--- src/rtl/usb_tx_serializer.sv ---
// USB transmit back end: takes bytes from the SIE, sends SYNC, serialises LSB first
// with bit stuffing and NRZI, closes the packet with SE0 SE0 J and drives the pads.
module usb_tx_serializer #(
    parameter int CLKS_PER_BIT = 16,
    parameter bit LOW_SPEED    = 1'b1
) (
    input  logic       clk,
    input  logic       reset_n,
    input  logic [7:0] tx_data,
    input  logic       tx_valid,
    output logic       tx_ready,
    output logic       tx_active,
    output logic       usb_dp_o,
    output logic       usb_dn_o,
    output logic       usb_oe
);

    localparam int TW = (CLKS_PER_BIT > 1) ? $clog2(CLKS_PER_BIT) : 1;
    localparam logic [TW-1:0] TIMER_LAST = TW'(CLKS_PER_BIT - 1);
    localparam logic J_DP = LOW_SPEED ? 1'b0 : 1'b1;

    typedef enum logic [2:0] {
        IDLE,
        SYNC,
        DATA,
        EOP_SE0,
        EOP_J
    } state_t;

    state_t state, next_state;

    logic [TW-1:0] timer;
    logic [7:0]    shifter;
    logic [2:0]    bit_idx;
    logic [2:0]    ones_cnt;
    logic          line_k;
    logic          se0;
    logic          eop_second;

    logic          strobe;
    logic          stuff_due;
    logic          start_pkt;
    logic          send_stuff;
    logic          advance;
    logic          load_byte;
    logic          eop_enter;
    logic          send_bit;
    logic          next_bit;
    logic [2:0]    nxt_idx;

    assign strobe    = (state != IDLE) && (timer == TIMER_LAST);
    assign stuff_due = (ones_cnt == 3'd6);
    assign nxt_idx   = bit_idx + 3'd1;

    always_ff @(posedge clk or negedge reset_n) begin
        if (!reset_n) begin
            state <= IDLE;
        end else begin
            state <= next_state;
        end
    end

    // A cell boundary either inserts a stuff bit, moves to the next bit, fetches a
    // new byte, or closes the packet; a pending stuff bit always goes out first.
    always_comb begin
        next_state = state;
        start_pkt  = 1'b0;
        send_stuff = 1'b0;
        advance    = 1'b0;
        load_byte  = 1'b0;
        eop_enter  = 1'b0;
        case (state)
            IDLE: begin
                if (tx_valid) begin
                    next_state = SYNC;
                    start_pkt  = 1'b1;
                end
            end
            SYNC, DATA: begin
                if (strobe) begin
                    if (stuff_due) begin
                        send_stuff = 1'b1;
                    end else if (bit_idx != 3'd7) begin
                        advance = 1'b1;
                    end else if (tx_valid) begin
                        load_byte  = 1'b1;
                        next_state = DATA;
                    end else begin
                        eop_enter  = 1'b1;
                        next_state = EOP_SE0;
                    end
                end
            end
            EOP_SE0: begin
                if (strobe && eop_second) begin
                    next_state = EOP_J;
                end
            end
            EOP_J: begin
                if (strobe) begin
                    next_state = IDLE;
                end
            end
            default: next_state = IDLE;
        endcase
    end

    assign send_bit = advance || load_byte;
    assign next_bit = load_byte ? tx_data[0] : shifter[nxt_idx];

    // line_k holds the NRZI line state (0 = J); a data 0 toggles it, a 1 holds it
    // and extends the run of ones that triggers stuffing.
    always_ff @(posedge clk or negedge reset_n) begin
        if (!reset_n) begin
            timer      <= '0;
            shifter    <= '0;
            bit_idx    <= '0;
            ones_cnt   <= '0;
            line_k     <= 1'b0;
            se0        <= 1'b0;
            eop_second <= 1'b0;
        end else begin
            if (state == IDLE || strobe) begin
                timer <= '0;
            end else begin
                timer <= timer + 1'b1;
            end

            if (start_pkt) begin
                shifter    <= 8'h80;
                bit_idx    <= 3'd0;
                ones_cnt   <= 3'd0;
                line_k     <= 1'b1;
                se0        <= 1'b0;
                eop_second <= 1'b0;
            end

            if (send_stuff) begin
                line_k   <= ~line_k;
                ones_cnt <= 3'd0;
            end

            if (send_bit) begin
                bit_idx <= load_byte ? 3'd0 : nxt_idx;
                if (next_bit) begin
                    ones_cnt <= ones_cnt + 3'd1;
                end else begin
                    ones_cnt <= 3'd0;
                    line_k   <= ~line_k;
                end
            end

            if (load_byte) begin
                shifter <= tx_data;
            end

            if (eop_enter) begin
                se0        <= 1'b1;
                eop_second <= 1'b0;
            end

            if (state == EOP_SE0 && strobe) begin
                if (!eop_second) begin
                    eop_second <= 1'b1;
                end else begin
                    se0    <= 1'b0;
                    line_k <= 1'b0;
                end
            end
        end
    end

    assign tx_ready  = load_byte;
    assign tx_active = (state != IDLE);
    assign usb_oe    = (state != IDLE);
    assign usb_dp_o  = se0 ? 1'b0 : (line_k ? ~J_DP : J_DP);
    assign usb_dn_o  = se0 ? 1'b0 : (line_k ? J_DP : ~J_DP);

endmodule

--- config.mk ---
export PLATFORM = sky130hd
export DESIGN_NAME = usb_tx_serializer
export DESIGN_NICKNAME = d
export VERILOG_FILES = /design/src/rtl/usb_tx_serializer.sv
export SDC_FILE = /design/constraint.sdc
export NUM_CORES = 1
export LEC_CHECK = 0
export ABC_AREA = 1
export BUFFER_PORTS_ARGS = -buffer_cell sky130_fd_sc_hd__buf_4
export CELL_PAD_IN_SITES_DETAIL_PLACEMENT = 1
export CELL_PAD_IN_SITES_GLOBAL_PLACEMENT = 1
export CORE_UTILIZATION = 45
export CTS_BUF_LIST = sky130_fd_sc_hd__clkbuf_2 sky130_fd_sc_hd__clkbuf_4 sky130_fd_sc_hd__clkbuf_8
export CTS_CLUSTER_DIAMETER = 50
export DETAILED_ROUTE_END_ITERATION = 8
export MAX_ROUTING_LAYER = met4
export PLACE_DENSITY_LB_ADDON = 0.1
export SLEW_MARGIN = 40
export SYNTH_ARGS = -nofsm -noshare
export SYNTH_HDL_FRONTEND = slang
export SYNTH_SLANG_ARGS = --single-unit
--- constraint.sdc ---
create_clock -name clk -period 2.6 [get_ports clk]
set_clock_uncertainty 0.2 [all_clocks]
set_input_delay 0.39 -clock clk [delete_from_list [all_inputs] [get_ports clk]]
set_output_delay 0.39 -clock clk [all_outputs]
set_load 0.02 [all_outputs]
# After elaboration in Yosys (flattened, before gate mapping)
# Cells that the tools add are included.
dict set report totals {
  word_cells 94
  ramBits 0
  regBits 24
  output_inout_bits 5
  mem_count 0
  latchBits 0
  input_bits 11
  mem_bits_ro 0
}
dict set report op_classes {
  div_mod_pow 0
  n_shift 0
  n_mux 56
  magnitude_cmp 1
  bitwise_logic 1
  n_addsub 3
  reduce_logical 12
  multipliers 0
  n_eq_ne 13
}
# cell n
set ops {}
lappend ops {{two-way mux 1 bit} 39}
lappend ops {{two-way mux 3 bit} 12}
lappend ops {{two-way mux 8 bit} 2}
lappend ops {{!= test 2 bit, second input constant} 6}
lappend ops {{case mux 3 bit (4 select lines)} 1}
lappend ops {{adder 3 x 1 -> 3 bit, second input constant} 2}
lappend ops {{equality test 3 x 2 -> 1 bit, second input constant} 2}
lappend ops {{equality test 3 bit, second input constant} 2}
lappend ops {{AND reduction 6 bit} 1}
lappend ops {{nonzero test 3 bit} 2}
lappend ops {{adder 4 x 1 -> 4 bit, second input constant} 1}
lappend ops {{equality test 4 bit, second input constant} 1}
lappend ops {{less-than comparator 3 x 4 -> 1 bit, second input constant} 1}
lappend ops {{two-way mux 4 bit} 1}
lappend ops {{nonzero test 2 bit} 2}
lappend ops {{binary-select mux 1 bit (select 3 bit)} 1}
lappend ops {{equality test 3 x 1 -> 1 bit, second input constant} 1}
lappend ops {{logical AND 1 bit} 3}
lappend ops {{logical NOT 3 bit} 1}
lappend ops {{!= test 3 bit, second input constant} 1}
lappend ops {{logical OR 1 bit} 2}
lappend ops {{OR reduction 2 bit} 1}
lappend ops {{inverter 1 bit} 1}

# Logic depth before layout (Yosys ltp)
dict set report logic_depth {
  ltp_word 10
  mapped_depth 12
}

# Worst setup path after synthesis
# OpenSTA, ideal clock, no wires.
dict set report synth_path {
  kind {flip-flop to output port}
  startpoint {register bit_idx[0]}
  endpoint {output port tx_ready}
  n_path_buf 0
  t_arrival_ns 1.287
  slack_ns 0.723
  t_required_ns 2.010
  path_stages_with_launch 7
  path_cell_list {dfrtp_1 -> ha_1 -> ha_1 -> nand2_1 -> nor2_2 -> nand3_4 -> clkinv_4}
}
dict set report synth_between {
  elab_chain_cells 5
}
# element line
set synth_rtl {}
lappend synth_rtl {{from (decl)} 34} ;# logic [2:0] bit_idx;
lappend synth_rtl {{from (signal assigned)} 144} ;# bit_idx <= load_byte ? 3'd0 : nxt_idx;
lappend synth_rtl {{!= test 3 bit} 83} ;# end else if (bit_idx != 3'd7) begin
lappend synth_rtl {{two-way mux 1 bit} 83}
lappend synth_rtl {{two-way mux 1 bit} 81} ;# if (stuff_due) begin
lappend synth_rtl {{two-way mux 1 bit} 80} ;# if (strobe) begin
lappend synth_rtl {{two-way mux 1 bit} 72} ;# case (state)
lappend synth_rtl {{to (decl)} 11} ;# output logic tx_ready,
# Every way passes these cells.

# Worst setup path in the final report
# Ends and elaborated chain as after synthesis.

==> impl_metrics.json <==
{
  "cts.sinks": 24,
  "violations": "design-rule violations",
  "vdd_drop_max_mv": 0.281,
  "start_kind": "flip-flop",
  "antenna_left": 0,
  "die-area_mm2": 0.00325,
  "start_util_pct": 48.5,
  "rows": 19,
  "crit_path_max_fanout": 8,
  "cp.buffers_inverters": 2,
  "status": "finished, violations left",
  "die_height_um": 57,
  "leakagePower_nw": 0.799,
  "netlist_area_mm2": 0.00136,
  "htree_levels": 1,
  "portBuffers": 15,
  "final_cell_mix": "nand2_1 (38), dfrtp_1 (23), inv_1 (17), nand3_1 (16), buf_4 (15)",
  "finalSetupViolations": 0,
  "hold-worst-slack_ps": 55.9,
  "drc_errors": 3,
  "required_ps": 2010,
  "met2_usage_pct": 37.8,
  "synth.area.top_cells": "dfrtp_1 (44%), nand2_1 (10%), nand3_1 (5.9%)",
  "drv_cap": 0,
  "use_met3_pct": 2.04,
  "drt-initial-drc-count": 32,
  "combPwrFrac_pct": 38.4,
  "viasPerCell": 5.18,
  "arrival_ps": 1830,
  "busiest_layer": "met2",
  "ys_seq_elements": 24,
  "setup_tns_ps": 0,
  "yosysWarnings": 0,
  "grt_use_total_pct": 21.4,
  "p_int_uw": 590,
  "path_class": "flip-flop to output pin",
  "drv_slew": 0,
  "holdCritPathClass": "input port to flip-flop",
  "cts_tree": "built",
  "worstPathCellList": "ha_1, ha_1, nand2_1, nor2_2, nand3_4, clkinv_4, buf_4",
  "diodes": 0,
  "timing_hold_violations_final": 0,
  "crit_path_top_delay_cell": "dfrtp_2",
  "drive_above_1_share_pct": 26.3,
  "cts_buffers": 3,
  "power_density_mw_per_mm2": 641,
  "worstMarginPinSlew_ps": 362,
  "fp.dieW_um": 57,
  "fmax_mhz": 414,
  "clkPwrFrac_pct": 16.7,
  "grt_pass1_vias": 1190,
  "synth.avg_cell_area_um2": 8.46,
  "final_common_cell": "nand2_1",
  "clock_latency_ps": 330,
  "grt.overflow.total": 0,
  "p_sw_share_pct": 40.1,
  "met1_usage_pct": 24.3,
  "syn_inst": 161,
  "relSlewSlack_pct": 75.6,
  "route.vias.total": 1087,
  "synth.distinct_cells": 26,
  "dp_hpwl_um": 2340,
  "synth.largest_area_cell": "dfrtp_1",
  "areaGrowthSynthToFinish_pct": 13.1,
  "grt_pass1_wl_um": 5120,
  "period_share_pct": 93.0,
  "synth_fp_nets": 177,
  "yosysSeqAreaShare_pct": 44.1,
  "critPathMaxStageDelay_ps": 450,
  "pwr-share-seq_pct": 44.8,
  "cts_setup_buffers": 0,
  "fin_nets": 197,
  "place.gp.congestion": 0.755,
  "drt-total-wl_um": 2930,
  "grt_max_degree": 25,
  "period_needed_ps": 2420,
  "clkTransAtPathRegs_ps": 130,
  "crit_family": "flip-flops",
  "cp-end-kind": "output pin",
  "clock-root-buffer": "clkbuf_4",
  "num_io_pins": 16,
  "p_switching_uw": 396,
  "cp_common_cell": "ha_1",
  "clockBufferDepth": 2,
  "netlist.area_leader.share_pct": 44.1,
  "drtPass1Iterations": 6,
  "antenna_found_initial": 0,
  "rsz0062_at_grt": "no",
  "core_mm2": 0.00281,
  "wl_per_cell_um": 14.0
}
## metal layers
metal | part of all wire (%) | routed length (um)
met2 | 52 | 1520
met3 | 2.2 | 65
met1 | 44 | 1280
met5 | 0 | 0
met4 | 2.2 | 64
## registers in the layout, indices dropped and copies added (netlist names)
signal      flops
se0             1
state           3
line_k          1
ones_cnt        3
shifter         8
eop_second      1
timer           4
bit_idx         3
## tightest hold or removal path, stage by stage
cell,delay (ps)
buf_4,70
nand2_1,40
nand2_1,50
## cell families after synthesis
logic type / count (synthesis) / share of synthesized area (%)
XOR/XNOR: 2 / 1.29
flip-flops: 24 / 44.1
AO/OA/AOI/OAI: 21 / 9.01
buffers and inverters: 22 / 6.71
AND/OR/NAND/NOR: 87 / 34.3
adder cells (fa/ha/maj): 5 / 4.60
## worst paths after layout
path | startpoint | slack [ps] | endpoint | cells past startpoint
setup / recovery | bit_idx[0] | 180 | tx_ready | 7
hold / removal | tx_data[6] | 60 | shifter[6] | 3
setup reg to reg | bit_idx[0] | 530 | bit_idx[0] | 9
hold reg to reg | timer[0] | 270 | timer[0] | 1
max in group asynchronous | reset_n | 1640 | bit_idx[0] | 2
min in group asynchronous | reset_n | 280 | state[0] | 2
## final cells by class
| cell class | instances | area [um2] |
|---|---|---|
| sequential | 24 | 602 |
| tap | 31 | 38.8 |
| timing repair buffer | 16 | 123 |
| clock buffer | 3 | 22.5 |
| multi-input combinational | 115 | 669 |
| inverter | 21 | 83.8 |
| fill | 344 | 1270 |
## power by group through the flow
| stage | logic (mW) | registers, mW | clock network, mW |
|---|---|---|---|
| 4_1_cts | 0.384 | 0.443 | 0.176 |
| 3_5_place_dp | 0.381 | 0.451 | 0 |
| 2_1_floorplan | 0.282 | 0.443 | 0 |
| 6_report | 0.379 | 0.442 | 0.165 |
| 5_1_grt | 0.429 | 0.448 | 0.181 |
| 3_3_place_gp | 0.366 | 0.449 | 0 |
## Yosys cell counts
master / instances
nand3_4: 1
nor2_1: 8
nor3b_1: 1
o21ai_0: 13
nand2_4: 2
dfrtp_1: 24
inv_2: 3
nand3_2: 2
a21boi_0: 1
nand3_1: 16
nor2_2: 3
nor2_4: 3
ha_1: 5
nor2_8: 1
xnor2_1: 1
inv_1: 17
clkinv_4: 1
nor3_1: 1
o22a_1: 1
a21oi_1: 3
nand4_1: 2
o21ai_2: 3
xor2_1: 1
nand2_2: 9
buf_4: 1
nand2_1: 38
## timing repair
item                                    in CTS  in global routing
hold buffers                                 1                  0
hold endpoints to repair                    24                  0
gates resized for setup                      0                  1
endpoints found under the setup margin       0                  1
## stage by stage
step	worst slack, ps	utilization, %	total power, mW	instance area (um2)	std cells
4_1_cts	79.5	54.8	1.00	1540	210
6_report	182	54.9	0.986	1540	210
5_1_grt	17.8	54.9	1.06	1540	210
3_5_place_dp	452	53.7	0.832	1510	206
2_1_floorplan	723	-	0.725	1360	161
3_3_place_gp	517	53.7	0.815	1510	206
Note: power is estimated with default switching activity, not from simulation.
